`src/rtl/cart_bus_ctrl.sv`:
```
// ----------------------------------------------------------------------------
// cart_bus_ctrl
//
// Cartridge bus controller. Accepts single CPU read/write requests through a
// valid/ready handshake and replays each one on an asynchronous-SRAM-style
// cartridge bus as a fixed SETUP / STROBE / HOLD sequence, reporting
// completion with a one-cycle rsp_valid pulse. After reset the cartridge
// reset line is stretched for RST_HOLD cycles before requests are accepted.
// A free-running cart_clk is derived from clk by a CLK_DIV half-period divider.
//
// Ports
//   clk, n_rst          system clock, asynchronous active-low reset
//   req_valid/ready     CPU request handshake (ready only while IDLE)
//   req_we/addr/wdata   request fields, captured at the handshake edge
//   rsp_valid           one-cycle pulse in the last HOLD cycle
//   rsp_rdata           read data, held until the next read capture
//   cart_clk            divided cartridge clock
//   cart_n_rst          cartridge reset (active low)
//   cart_n_rd/n_wr      read / write strobes (active low)
//   cart_n_cs           external-RAM chip select (active low, address window)
//   cart_addr           registered address bus
//   cart_data_o/oe      write data and its drive enable (tristate at top level)
//   cart_data_i         sampled bus data
// ----------------------------------------------------------------------------
module cart_bus_ctrl #(
    parameter int                 ADDR_W     = 16,
    parameter int                 DATA_W     = 8,
    parameter int                 SETUP_CYC  = 2,
    parameter int                 STROBE_CYC = 4,
    parameter int                 HOLD_CYC   = 1,
    parameter int                 CLK_DIV    = 4,
    parameter int                 RST_HOLD   = 8,
    parameter logic [ADDR_W-1:0]  CS_LO      = 16'hA000,
    parameter logic [ADDR_W-1:0]  CS_HI      = 16'hC000
) (
    input  logic              clk,
    input  logic              n_rst,
    input  logic              req_valid,
    output logic              req_ready,
    input  logic              req_we,
    input  logic [ADDR_W-1:0] req_addr,
    input  logic [DATA_W-1:0] req_wdata,
    output logic              rsp_valid,
    output logic [DATA_W-1:0] rsp_rdata,
    output logic              cart_clk,
    output logic              cart_n_rst,
    output logic              cart_n_rd,
    output logic              cart_n_wr,
    output logic              cart_n_cs,
    output logic [ADDR_W-1:0] cart_addr,
    output logic [DATA_W-1:0] cart_data_o,
    output logic              cart_data_oe,
    input  logic [DATA_W-1:0] cart_data_i
);

    function automatic int max2(input int a, input int b);
        return (a > b) ? a : b;
    endfunction

    localparam int MAX_CYC = max2(max2(SETUP_CYC, STROBE_CYC), max2(HOLD_CYC, RST_HOLD));
    localparam int CNT_W   = $clog2(MAX_CYC + 1);
    // A divide-by-one divider still needs a one-bit counter to be legal.
    localparam int DIV_W   = (CLK_DIV > 1) ? $clog2(CLK_DIV) : 1;

    localparam logic [CNT_W-1:0] S_LAST = CNT_W'(SETUP_CYC - 1);
    localparam logic [CNT_W-1:0] W_LAST = CNT_W'(STROBE_CYC - 1);
    localparam logic [CNT_W-1:0] H_LAST = CNT_W'(HOLD_CYC - 1);
    localparam logic [CNT_W-1:0] R_LAST = CNT_W'(RST_HOLD - 1);
    localparam logic [DIV_W-1:0] D_LAST = DIV_W'(CLK_DIV - 1);

    generate
        if (SETUP_CYC < 1 || STROBE_CYC < 1 || HOLD_CYC < 1 ||
            CLK_DIV < 1 || RST_HOLD < 1) begin : g_bad_cycles
            $error("cart_bus_ctrl: cycle-count parameters must all be >= 1");
        end
        if (CS_LO >= CS_HI) begin : g_bad_window
            $error("cart_bus_ctrl: CS_LO must be below CS_HI");
        end
    endgenerate

    typedef enum logic [2:0] {
        BOOT,
        IDLE,
        SETUP,
        STROBE,
        HOLD
    } state_t;

    state_t            state;
    state_t            next_state;
    logic [CNT_W-1:0]  cnt;
    logic [CNT_W-1:0]  next_cnt;
    logic              we;
    logic              next_we;
    logic [ADDR_W-1:0] next_addr;
    logic [DATA_W-1:0] next_wdata;
    logic              handshake;
    logic              next_access;
    logic              next_in_win;
    logic              next_n_rd;
    logic              next_n_wr;
    logic              next_n_cs;
    logic              next_oe;
    logic              next_rsp;
    logic              capture;
    logic [DIV_W-1:0]  div_cnt;

    assign req_ready = (state == IDLE);
    assign handshake = req_valid && req_ready;

    // Phase counter counts 0..N-1 inside each phase and restarts at every
    // phase change, so it never exceeds MAX_CYC-1 and cannot wrap.
    always_comb begin
        next_state = state;
        next_cnt   = cnt;
        next_we    = we;
        next_addr  = cart_addr;
        next_wdata = cart_data_o;
        case (state)
            BOOT: begin
                if (cnt == R_LAST) begin
                    next_state = IDLE;
                    next_cnt   = '0;
                end else begin
                    next_cnt = cnt + CNT_W'(1);
                end
            end
            IDLE: begin
                if (handshake) begin
                    next_state = SETUP;
                    next_cnt   = '0;
                    next_we    = req_we;
                    next_addr  = req_addr;
                    next_wdata = req_wdata;
                end
            end
            SETUP: begin
                if (cnt == S_LAST) begin
                    next_state = STROBE;
                    next_cnt   = '0;
                end else begin
                    next_cnt = cnt + CNT_W'(1);
                end
            end
            STROBE: begin
                if (cnt == W_LAST) begin
                    next_state = HOLD;
                    next_cnt   = '0;
                end else begin
                    next_cnt = cnt + CNT_W'(1);
                end
            end
            HOLD: begin
                if (cnt == H_LAST) begin
                    next_state = IDLE;
                    next_cnt   = '0;
                end else begin
                    next_cnt = cnt + CNT_W'(1);
                end
            end
            default: begin
                next_state = BOOT;
                next_cnt   = '0;
            end
        endcase
    end

    // Bus outputs are decoded from the next state and registered, so every
    // cart_* pin comes straight from a flop and lines up with the FSM phase.
    always_comb begin
        next_access = (next_state == SETUP) || (next_state == STROBE) || (next_state == HOLD);
        next_in_win = (next_addr >= CS_LO) && (next_addr < CS_HI);
        next_n_rd   = !(!next_we && ((next_state == SETUP) || (next_state == STROBE)));
        next_n_wr   = !(next_we && (next_state == STROBE));
        next_n_cs   = !(next_access && next_in_win);
        next_oe     = next_we && next_access;
        next_rsp    = (next_state == HOLD) && (next_cnt == H_LAST);
        capture     = (state == STROBE) && (cnt == W_LAST) && !we;
    end

    always_ff @(posedge clk or negedge n_rst) begin
        if (!n_rst) begin
            state <= BOOT;
            cnt   <= '0;
        end else begin
            state <= next_state;
            cnt   <= next_cnt;
        end
    end

    always_ff @(posedge clk or negedge n_rst) begin
        if (!n_rst) begin
            we           <= 1'b0;
            cart_addr    <= '0;
            cart_data_o  <= '0;
            cart_n_rst   <= 1'b0;
            cart_n_rd    <= 1'b1;
            cart_n_wr    <= 1'b1;
            cart_n_cs    <= 1'b1;
            cart_data_oe <= 1'b0;
            rsp_valid    <= 1'b0;
            rsp_rdata    <= '0;
        end else begin
            we           <= next_we;
            cart_addr    <= next_addr;
            cart_data_o  <= next_wdata;
            cart_n_rst   <= (next_state != BOOT);
            cart_n_rd    <= next_n_rd;
            cart_n_wr    <= next_n_wr;
            cart_n_cs    <= next_n_cs;
            cart_data_oe <= next_oe;
            rsp_valid    <= next_rsp;
            if (capture) begin
                rsp_rdata <= cart_data_i;
            end
        end
    end

    // Free-running cartridge clock, unaffected by the access FSM.
    always_ff @(posedge clk or negedge n_rst) begin
        if (!n_rst) begin
            div_cnt  <= '0;
            cart_clk <= 1'b0;
        end else if (div_cnt == D_LAST) begin
            div_cnt  <= '0;
            cart_clk <= ~cart_clk;
        end else begin
            div_cnt <= div_cnt + DIV_W'(1);
        end
    end

endmodule

```
`config.mk`:
```
export PLATFORM = sky130hd
export DESIGN_NAME = cart_bus_ctrl
export DESIGN_NICKNAME = d
export VERILOG_FILES = /design/src/rtl/cart_bus_ctrl.sv
export SDC_FILE = /design/constraint.sdc
export NUM_CORES = 1
export LEC_CHECK = 0
export ABC_AREA = 1
export CORE_ASPECT_RATIO = 0.5
export CORE_MARGIN = 3
export CORE_UTILIZATION = 50
export CTS_BUF_LIST = sky130_fd_sc_hd__clkbuf_4
export DETAILED_ROUTE_END_ITERATION = 16
export DONT_BUFFER_PORTS = 1
export GPL_ROUTABILITY_DRIVEN = 0
export GPL_TIMING_DRIVEN = 0
export SLEW_MARGIN = 30
export SYNTH_ARGS = -nofsm -noshare
export SYNTH_HDL_FRONTEND = slang
export SYNTH_SLANG_ARGS = --single-unit
```
`constraint.sdc`:
```
create_clock -name clk -period 1.55 [get_ports clk]
set_input_delay 0.31 -clock clk [delete_from_list [all_inputs] [get_ports clk]]
set_output_delay 0.31 -clock clk [all_outputs]
set_load 0.1 [all_outputs]
```
Yosys cells after proc, flatten, opt, wreduce, memory -nomap -nowiden
Index checks and enable logic that the tools add are counted.
Widths: inputs -> output; s select.
{ "op_classes": {"add_sub_neg": 2, "n_eq_ne": 11, "div_mod_pow": 0, "n_reduce_logical": 21, "bitwise_logic": 1, "shifts": 0, "multipliers": 0, "muxes": 17, "n_lt_le_gt_ge": 2} }
{ "ops": {"columns": ["cell", "count"], "rows": [
  ["$mux 16", 2],
  ["$mux 4", 5],
  ["$pmux 4 s5", 1],
  ["$ge 16x16->1 const B", 1],
  ["$lt 16x16->1 const B", 1],
  ["$mux 3", 5],
  ["$pmux 3 s5", 1],
  ["$eq 3x2->1 const B", 4],
  ["$logic_and 1x1->1", 9],
  ["$logic_not 4->1", 2],
  ["$eq 3x3->1 const B", 2],
  ["$logic_not 1->1", 5],
  ["$add 4x1->4 const B", 1],
  ["$eq 4x1->1 const B", 1],
  ["$eq 4x2->1 const B", 1],
  ["$eq 4x3->1 const B", 1],
  ["$eq 3x1->1 const B", 1],
  ["$logic_not 3->1", 1],
  ["$reduce_bool 3->1", 1],
  ["$add 2x1->2 const B", 1],
  ["$eq 2x2->1 const B", 1],
  ["$logic_or 1x1->1", 2],
  ["$mux 1", 2],
  ["$mux 2", 1],
  ["2 further kinds", 2]
]} }
{ "totals": {"romBits": 0, "output_inout_bits": 40, "ram_bits": 0, "n_memories": 0, "latch_bits": 0, "wordCells": 68, "reg_bits": 49} }

Depth between registers and ports, before layout
Gate-level depths: netlist (run 1).
{ "logic_depth": {"word_depth": 9, "depth_mapped": 10, "mapped_depth_nobuf": 10} }

Worst setup path after synthesis (run 1)
Ideal clock, no wire load.
{ "synth_timing": {"kind": "register -> register", "from": "register state[1]", "to": "register cart_addr[0]", "slack_ns": -0.051, "setup_time_ns": 0.125, "synth_period_minus_slack_ns": 1.601, "arrival_ns": 1.475, "required_time_ns": 1.425, "path_stages_with_launch": 7, "path_buffers": 1, "cell_sequence": "dfrtp_1 -> nor2_2 -> nand2_2 -> inv_4 -> nand2_4 -> buf_6 -> mux2_4"} }
{ "synth_via": {"elab_chain_cells": 4} }
{ "synth_rtl": {"columns": ["element", "line", "rtl"], "rows": [
  ["start: declaration", "89", "state_t state;"],
  ["start signal: assignment", "186", "state <= next_state;"],
  ["$eq 3x1->1 (*)", "108", "assign req_ready = (state == IDLE);"],
  ["named net req_ready", "39", "output logic req_ready,"],
  ["$logic_and 1x1->1", "109", "assign handshake = req_valid && req_ready;"],
  ["$mux 16", "129", "if (handshake) begin"],
  ["$mux 16 (*)", "119", "case (state)"],
  ["named net next_addr[0]", "95", "logic [ADDR_W-1:0] next_addr;"],
  ["end signal: assignment", "205", "cart_addr <= next_addr;"],
  ["end: declaration", "50", "output logic [ADDR_W-1:0] cart_addr,"]
]} }
Mark *: on every way through the listed nets, which the timed path passes. The rest lies on a longest branch.
A chain may end at the register's enable or synchronous reset.

Final worst setup path (run 1)
{ "layout_timing": {"from": "register state[2]", "to": "output port req_ready"} }
{ "layout_via": {"elab_chain_cells": 1} }
{ "layout_rtl": {"columns": ["element", "line"], "rows": [
  ["$eq 3x1->1", "108"],
  ["end: declaration", "39"]
]} }
Every way passes these cells.

==> results of run 1 <==
worst min path at each step:
stage                             from                    endpoint  slack, ns  cells past startpoint
after floorplan                  n_rst      cart_addr[0]$_DFF_PN0_       0.01                      0
after global placement           n_rst      cart_addr[7]$_DFF_PN0_       0.02                      0
after detailed placement         n_rst      cart_addr[7]$_DFF_PN0_       0.02                      0
after CTS                 req_wdata[5]  cart_data_o[5]$_DFFE_PN0P_       0.05                      1
after global routing      req_wdata[5]  cart_data_o[5]$_DFFE_PN0P_       0.02                      1
final                     req_addr[14]     cart_addr[14]$_DFF_PN0_       0.05                      2
per-layer routing:
metal | wire [um] | global-route usage, %
met1 | 1890 | 22.1
met2 | 2010 | 22.6
met3 | 316 | 8.29
met4 | 5 | 3.36
met5 | 0 | 0
cell usage after synthesis, drive strengths merged:
master and instances:
a21oi 2, buf 2, dfrtp 46, dfstp 3
ha 4, inv 21, mux2 29, nand2 37
nand3 14, nand3b 1, nand4 3, nor2 25
nor3 2, o21a 1, o21ai 8, xor2 1
cells by family after synthesis:
group	after synthesis	share of synthesized area, %
simple gates	82	17.2
flops	49	55.3
mux	29	17.4
buf+inv	23	4.67
compound gates	11	2.76
fa+ha+maj	4	2.25
xor+xnor	1	0.394
sequential cells by signal, summed over array words and instances, names as in the netlist, 2 cells and up:
signal and flops:
cart_addr 16, cart_data_o 8, rsp_rdata 8, cnt 4, state 3, div_cnt 2
per-stage QoR:
step           hold WS, ns  setup TNS [ns]  std cells  worst slack [ns]  area [um2]
2_1_floorplan       0.0144               0        199           0.00715        2220
3_3_place_gp        0.0153           -2.49        253            -0.158        2290
3_5_place_dp        0.0154           -2.44        253            -0.128        2290
4_1_cts             0.0510         -0.0726        266           -0.0416        2500
5_1_grt             0.0223          -0.152        272           -0.0974        2600
6_report            0.0522               0        272            0.0238        2600
cell type report:
cell class | instances | area [um2] | share of cell area, %
diodes | 1 | 2.50 | 0.0964
plain buffers | 2 | 30.0 | 1.16
clock buffers | 5 | 37.5 | 1.45
clock inverters | 2 | 16.3 | 0.627
inverters | 21 | 91.3 | 3.52
multi-input cells | 127 | 955 | 36.8
flip-flops and latches | 49 | 1290 | 49.7
well taps | 54 | 67.6 | 2.60
repair buffers | 11 | 105 | 4.05
worst max-delay path, stage by stage, from the launching register on:
cell and delay (ns):
dfrtp_1 0.41, nor2_2 0.17, nand2_2 0.12, clkinv_8 0.15
timing repair:
item | in CTS | in global routing
hold endpoints to repair | 49 | 0
pin swaps | 2 | 5
setup endpoints to repair | 66 | 36
cloned | 0 | 0
hold buffers | 2 | 0
buffers inserted | 4 | 5
gates resized for setup | 46 | 21
==> flow_summary.ini, run 1 <==
[run_status]
outcome = finished clean

[final_layout]
mostFrequentLayoutCells = dfrtp_2, nand2_1, nor2_1, mux2_4, inv_1
postLayoutCoreUtil_pct = 63.6
layout_commonest_cell = dfrtp_2
area_growth_pct = 16.8
nets = 257
fillCellCount = 322
layout-drive-gt1-share_pct = 54.8

[clocking]
cts_buffer_depth = 2
cts_max_level = 2
clkLatencyLatePin_ns = 0.37
cts.sinks = 49
clkTransAtPathRegs_ns = 0.14
cts_root_buffer = clkbuf_4
cts-buffers-inserted = 5
tritoncts = built

[worst_setup_path]
cp-end-kind = output port
cp-start-kind = register
path_class = reg -> out
critical_path_required_ns = 1.24
worstSetupEndpoint = req_ready
reg2reg_from = state[0]$_DFF_PN0_
rrSetupSlack_ns = 0.04
crit_arrival_ns = 1.22
startpoint = state[2]$_DFF_PN0_
r2r-end = cart_addr[9]$_DFF_PN0_
cp_max_fo = 5
r2r_cells = 5

[grt]
grt_pass1_wl_um = 6330
antenna_found_initial = 1
grt_overflow = 0
grt_max_degree = 50
grt_pass1_vias = 1265
track_usage_pct = 16.1

[detailed_routing]
dr.pass1.iters = 4
via_per_inst = 5.04
vias = 1372
wl_per_cell_um = 15.5
dr.first_iter.drc_count = 44
drcViolationCount = 0
ant_nets = 0
wl_um = 4220

[logic_synthesis]
synth_cell_type_count = 27
synth.area.top_cells = dfrtp_1, mux2_4, mux2_2
synth_top_cell_area_share_pct = 51.8
syn_nets = 239
synth_seq_area_share_pct = 55.3
yosysTopAreaCell = dfrtp_1
synth_area_per_cell_um2 = 11.2
synth_area_um2 = 2220
yosysWarnings = 0
synthCells = 199
synth_seq_cells = 49

[sta]
fin_skew_ns = 0.0155
finalCritPeriodShare_pct = 98.5
max_slew.worst_pin.slew_ns = 0.509
hold_viol = 0
fmax_mhz = 655
fin_crit_ns = 1.53
setup_viol = 0
max_slew_margin_pct = 66.0
drv_slew = 0
rsz0062_at_grt = yes

[run]
max_cap_viol_count = 0

[place]
portBuffers = 0
place_hpwl_um = 3000

[floorplan]
initial_core_util_pct = 54.4
dieWidth_um = 100
boundaryPins = 76
die_y_um = 53.1
dieArea_um2 = 5330
core_area_um2 = 4080
fp-row-count = 16

[min_path]
min_path_type = in -> reg
Power of run 1 is not shown: default switching activity piles up to over one toggle a cycle in this logic, so the estimate is an artifact.
==> inputs of run 2 (changes only) <==
- HOLD_SLACK_MARGIN: not set -> 0.08
==> run 2 against run 1 <==
Effect of this change:
- worst setup slack worse by 0.0049 ns
- critical endpoint unchanged
- via count up 10%
- critical path type unchanged
- clock-buffer cell count is the same
==> flow_summary.ini, run 2 (same netlist as run 1, synthesis figures left out) <==
[grt]
track_usage_pct = 18.0
grt_overflow = 0
grtUsageMet2_pct = 26.3
grtUsageMet3_pct = 8.55
grt_max_degree = 50
antenna_found_initial = 1
grt_pass1_wl_um = 7010
grt_most_used_layer = met2
use_met1_pct = 24.5
grt_pass1_vias = 1370

[sta]
hold_viol = 0
setup_viol = 0
max_slew_margin_pct = 66.2
rsz0062_at_grt = yes
fin_crit_ns = 1.53
fin_skew_ns = 0.0161
drv_slew = 0
whs_ns = 0.100
max_slew.worst_pin.slew_ns = 0.507
finalCritPeriodShare_pct = 98.8
fmax_mhz = 653

[place]
portBuffers = 0
placed_cells = 253
place_hpwl_um = 3000

[final_layout]
layout-drive-gt1-share_pct = 47.6
top_register = cart_addr
mostFrequentLayoutCells = dfrtp_2, dlygate4sd3_1, nand2_1, nor2_1, mux2_4
layout_commonest_cell = dfrtp_2
largest_reg_flops = 16
area_growth_pct = 29.8
nets = 286
layout.cells.non_filler = 301
reg.largest.list = cart_addr: 16 flops, cart_data_o: 8 flops, rsp_rdata: 8 flops
fillCellCount = 295

[detailed_routing]
drcViolationCount = 0
dr.pass1.iters = 4
wl_per_cell_um = 15.4
via_per_inst = 5.01
vias = 1509
ant_nets = 0
dr.first_iter.drc_count = 57
wl_um = 4640

[worst_setup_path]
cp-end-kind = output port
crit_family = flip-flops
cpPeakStageDelay_ns = 0.41
r2r_cells = 5
crit_buf_inv = 1
crit_chain = nor2_2 > nand2_2 > clkinv_8
cp_max_fo = 5
cp-start-kind = register
path_class = reg -> out
crit_arrival_ns = 1.22
crit_path_top_delay_cell = dfrtp_1
cp.depth = 3
critical_path_required_ns = 1.24

[clocking]
clkTransAtPathRegs_ns = 0.13
cts-buffers-inserted = 5
cts_max_level = 2
clkLatencyLatePin_ns = 0.37
cts.sinks = 49
cts_buffer_depth = 2
tritoncts = built
cts_root_buffer = clkbuf_4

[floorplan]
fp-row-count = 16
initial_core_util_pct = 54.4
core_area_um2 = 4080
boundaryPins = 76
dieArea_um2 = 5330
dieWidth_um = 100
die_y_um = 53.1

[run_status]
outcome = finished clean

[min_path]
min_path_type = in -> reg
whs_path_depth = 2

[run]
max_cap_viol_count = 0
[run 2: cell count changes in the layout (fill, tap and decap cells not counted), sizes merged]
cell / change
buf: -1
dlygate4sd3: +30
[run 2: final cells by class]
class | count | area (um2) | share of cell area (%)
multi-input cells | 127 | 951 | 33.0
flip-flops and latches | 49 | 1290 | 44.8
plain buffers | 2 | 30.0 | 1.04
diodes | 1 | 2.50 | 0.0867
well taps | 54 | 67.6 | 2.34
inverters | 21 | 91.3 | 3.17
clock buffers | 5 | 37.5 | 1.30
repair buffers | 40 | 398 | 13.8
clock inverters | 2 | 16.3 | 0.564
[run 2: timing repair]
action | 4_1_cts | 5_1_grt
endpoints found under the setup margin | 66 | 37
setup buffers | 4 | 4
endpoints found under the hold margin | 79 | 0
pin swaps | 2 | 5
resized for setup | 46 | 20
hold buffers | 32 | 0
[run 2: worst paths after layout]
kind                                           end  slack (ns)                 start
min in group asynchronous  cart_addr[14]$_DFF_PN0_        0.46                 n_rst
min reg2reg                   div_cnt[0]$_DFF_PN0_        0.45  div_cnt[0]$_DFF_PN0_
max in group asynchronous      cart_n_wr$_DFF_PN1_        0.81                 n_rst
min                        cart_addr[15]$_DFF_PN0_         0.1          req_addr[15]
max                                      req_ready        0.02    state[2]$_DFF_PN0_
max reg2reg                cart_addr[11]$_DFF_PN0_        0.04    state[0]$_DFF_PN0_
[run 2: layer usage]
metal	up-vias	share of wire, %
met5	-	0
met4	0	0.54
met2	47	49
met1	715	43
li1	742	-
met3	5	7.2
[run 2: stage by stage]
step / setup TNS (ns) / utilization, % / setup slack, ns / area, um2
final: 0 / 70.6 / 0.0189 / 2890
after global routing: -0.152 / 70.6 / -0.101 / 2890
after CTS: -0.0726 / 68.5 / -0.0416 / 2800
after detailed placement: -2.44 / 56.1 / -0.128 / 2290
after global placement: -2.49 / 56.1 / -0.158 / 2290
after floorplan: 0 / - / 0.00715 / 2220
Power of run 2 is left out for the same reason.
==> inputs of run 3 (changes only) <==
==> constraint.sdc (replaced) <==
create_clock -name clk -period 1.55 [get_ports clk]
set_input_delay 0.155 -clock clk [delete_from_list [all_inputs] [get_ports clk]]
set_output_delay 0.155 -clock clk [all_outputs]
set_load 0.1 [all_outputs]
==> run 3 against run 2 <==
Effect of this change:
- sequential share of layout area shrank 1.8 points
- final cell count up 1.7%
- global-route usage is 0.58 points lower
- critical endpoint is now cart_addr[9]$_DFF_PN0_
==> flow_summary.ini, run 3 (same netlist as run 1, synthesis figures left out) <==
[worst_setup_path]
cp-start-kind = register
critical_path_required_ns = 1.81
cp_max_fo = 10
crit_arrival_ns = 1.81
path_class = reg -> reg
cp-end-kind = register

[detailed_routing]
wl_um = 4590
drcViolationCount = 0
vias = 1539
ant_nets = 0
wl_per_cell_um = 15.0
dr.pass1.iters = 4
via_per_inst = 5.03
dr.first_iter.drc_count = 47

[grt]
grt_overflow = 0
grt_pass1_wl_um = 6890
grt_max_degree = 50
track_usage_pct = 17.4
antenna_found_initial = 1
grt_pass1_vias = 1379

[floorplan]
dieArea_um2 = 5330
fp-row-count = 16
initial_core_util_pct = 54.4
boundaryPins = 76
die_y_um = 53.1
dieWidth_um = 100
core_area_um2 = 4080

[final_layout]
regArea_um2 = 1250
mostFrequentLayoutCells = dlygate4sd3_1, dfrtp_1, nand2_1, nor2_1, mux2_4
fillCellCount = 291
layout-drive-gt1-share_pct = 37.1
nets = 291
top_register = cart_addr
reg.largest.list = cart_addr: 16 flops, cart_data_o: 8 flops, rsp_rdata: 8 flops
multiInputGateArea_um2 = 957
stdcell_area_um2 = 2900
layout_commonest_cell = dlygate4sd3_1
area_growth_pct = 30.7
layout.cells.non_filler = 306
largest_reg_flops = 16

[sta]
max_slew_margin_pct = 38.3
fin_skew_ns = 0.0133
fin_crit_ns = 1.55
fmax_mhz = 647
setup_viol = 0
whs_ns = 0.295
tns_ns = 0
drv_slew = 0
finalCritPeriodShare_pct = 99.7
rsz0062_at_grt = yes
hold_viol = 0
max_slew.worst_pin.slew_ns = 0.925

[clocking]
cts_buffer_depth = 2
cts.sinks = 49
tritoncts = built
clkLatencyLatePin_ns = 0.37
cts_max_level = 2
cts_root_buffer = clkbuf_4
clkTransAtPathRegs_ns = 0.13
cts-buffers-inserted = 5

[run]
max_cap_viol_count = 0

[place]
place_hpwl_um = 3000
portBuffers = 0
placed_area_um2 = 2290
placed_cells = 253

[min_path]
min_path_type = in -> async

[run_status]
outcome = finished clean
## run 3: cell count changes in the layout (fill, tap and decap cells not counted), sizes merged
cell,change
buf,+1
dlygate4sd3,+4
## run 3: final timing paths
kind | start | to | slack (ns) | depth (start not counted)
setup / recovery | state[1]$_DFF_PN0_ | cart_addr[9]$_DFF_PN0_ | 0.005 | 6
hold / removal | n_rst | cart_addr[15]$_DFF_PN0_ | 0.30 | 2
setup reg to reg | state[1]$_DFF_PN0_ | cart_addr[9]$_DFF_PN0_ | 0.005 | 6
hold reg to reg | div_cnt[0]$_DFF_PN0_ | div_cnt[0]$_DFF_PN0_ | 0.45 | 1
max in group asynchronous | n_rst | cart_n_wr$_DFF_PN1_ | 0.97 | 2
min in group clk | div_cnt[0]$_DFF_PN0_ | div_cnt[0]$_DFF_PN0_ | 0.45 | 1
## run 3: layer usage
metal / vias to the layer above / global-route usage, % / share of wire, %
met4: 0 / 3.36 / 0.46
met2: 46 / 25.4 / 48
li1: 758 / - / -
met3: 4 / 8.82 / 7.0
met5: - / 0 / 0
met1: 731 / 23.3 / 45
## run 3: layout make-up
type | instances | area share (%)
well taps | 54 | 2.33
diodes | 1 | 0.0862
clock buffers | 5 | 1.29
clock inverters | 2 | 0.560
flip-flops and latches | 49 | 42.9
plain buffers | 2 | 1.38
repair buffers | 45 | 15.3
multi-input cells | 127 | 33.0
inverters | 21 | 3.15
## run 3: stage by stage
step	worst slack [ns]	util, %
2_1_floorplan	0.00715	-
3_3_place_gp	-0.158	56.1
3_5_place_dp	-0.128	56.1
4_1_cts	-0.0406	67.7
5_1_grt	-0.0924	71.1
6_report	0.00483	71.1
## run 3: timing repair
item                                   4_1_cts  5_1_grt
buffers inserted                             3        6
endpoints found under the hold margin       88        0
gates resized for setup                      5       35
hold buffers                                36        0
pin swaps                                    0        5
setup endpoints to repair                   26       45
## run 3: worst max-delay path, stage by stage, from the launching register on
cell and delay [ns]:
dfrtp_1 0.42, nor2_2 0.17, nand2_2 0.13, clkinv_8 0.16, nand2_8 0.10, buf_12 0.17
mux2_4 0.29
Power of run 3 is left out for the same reason.
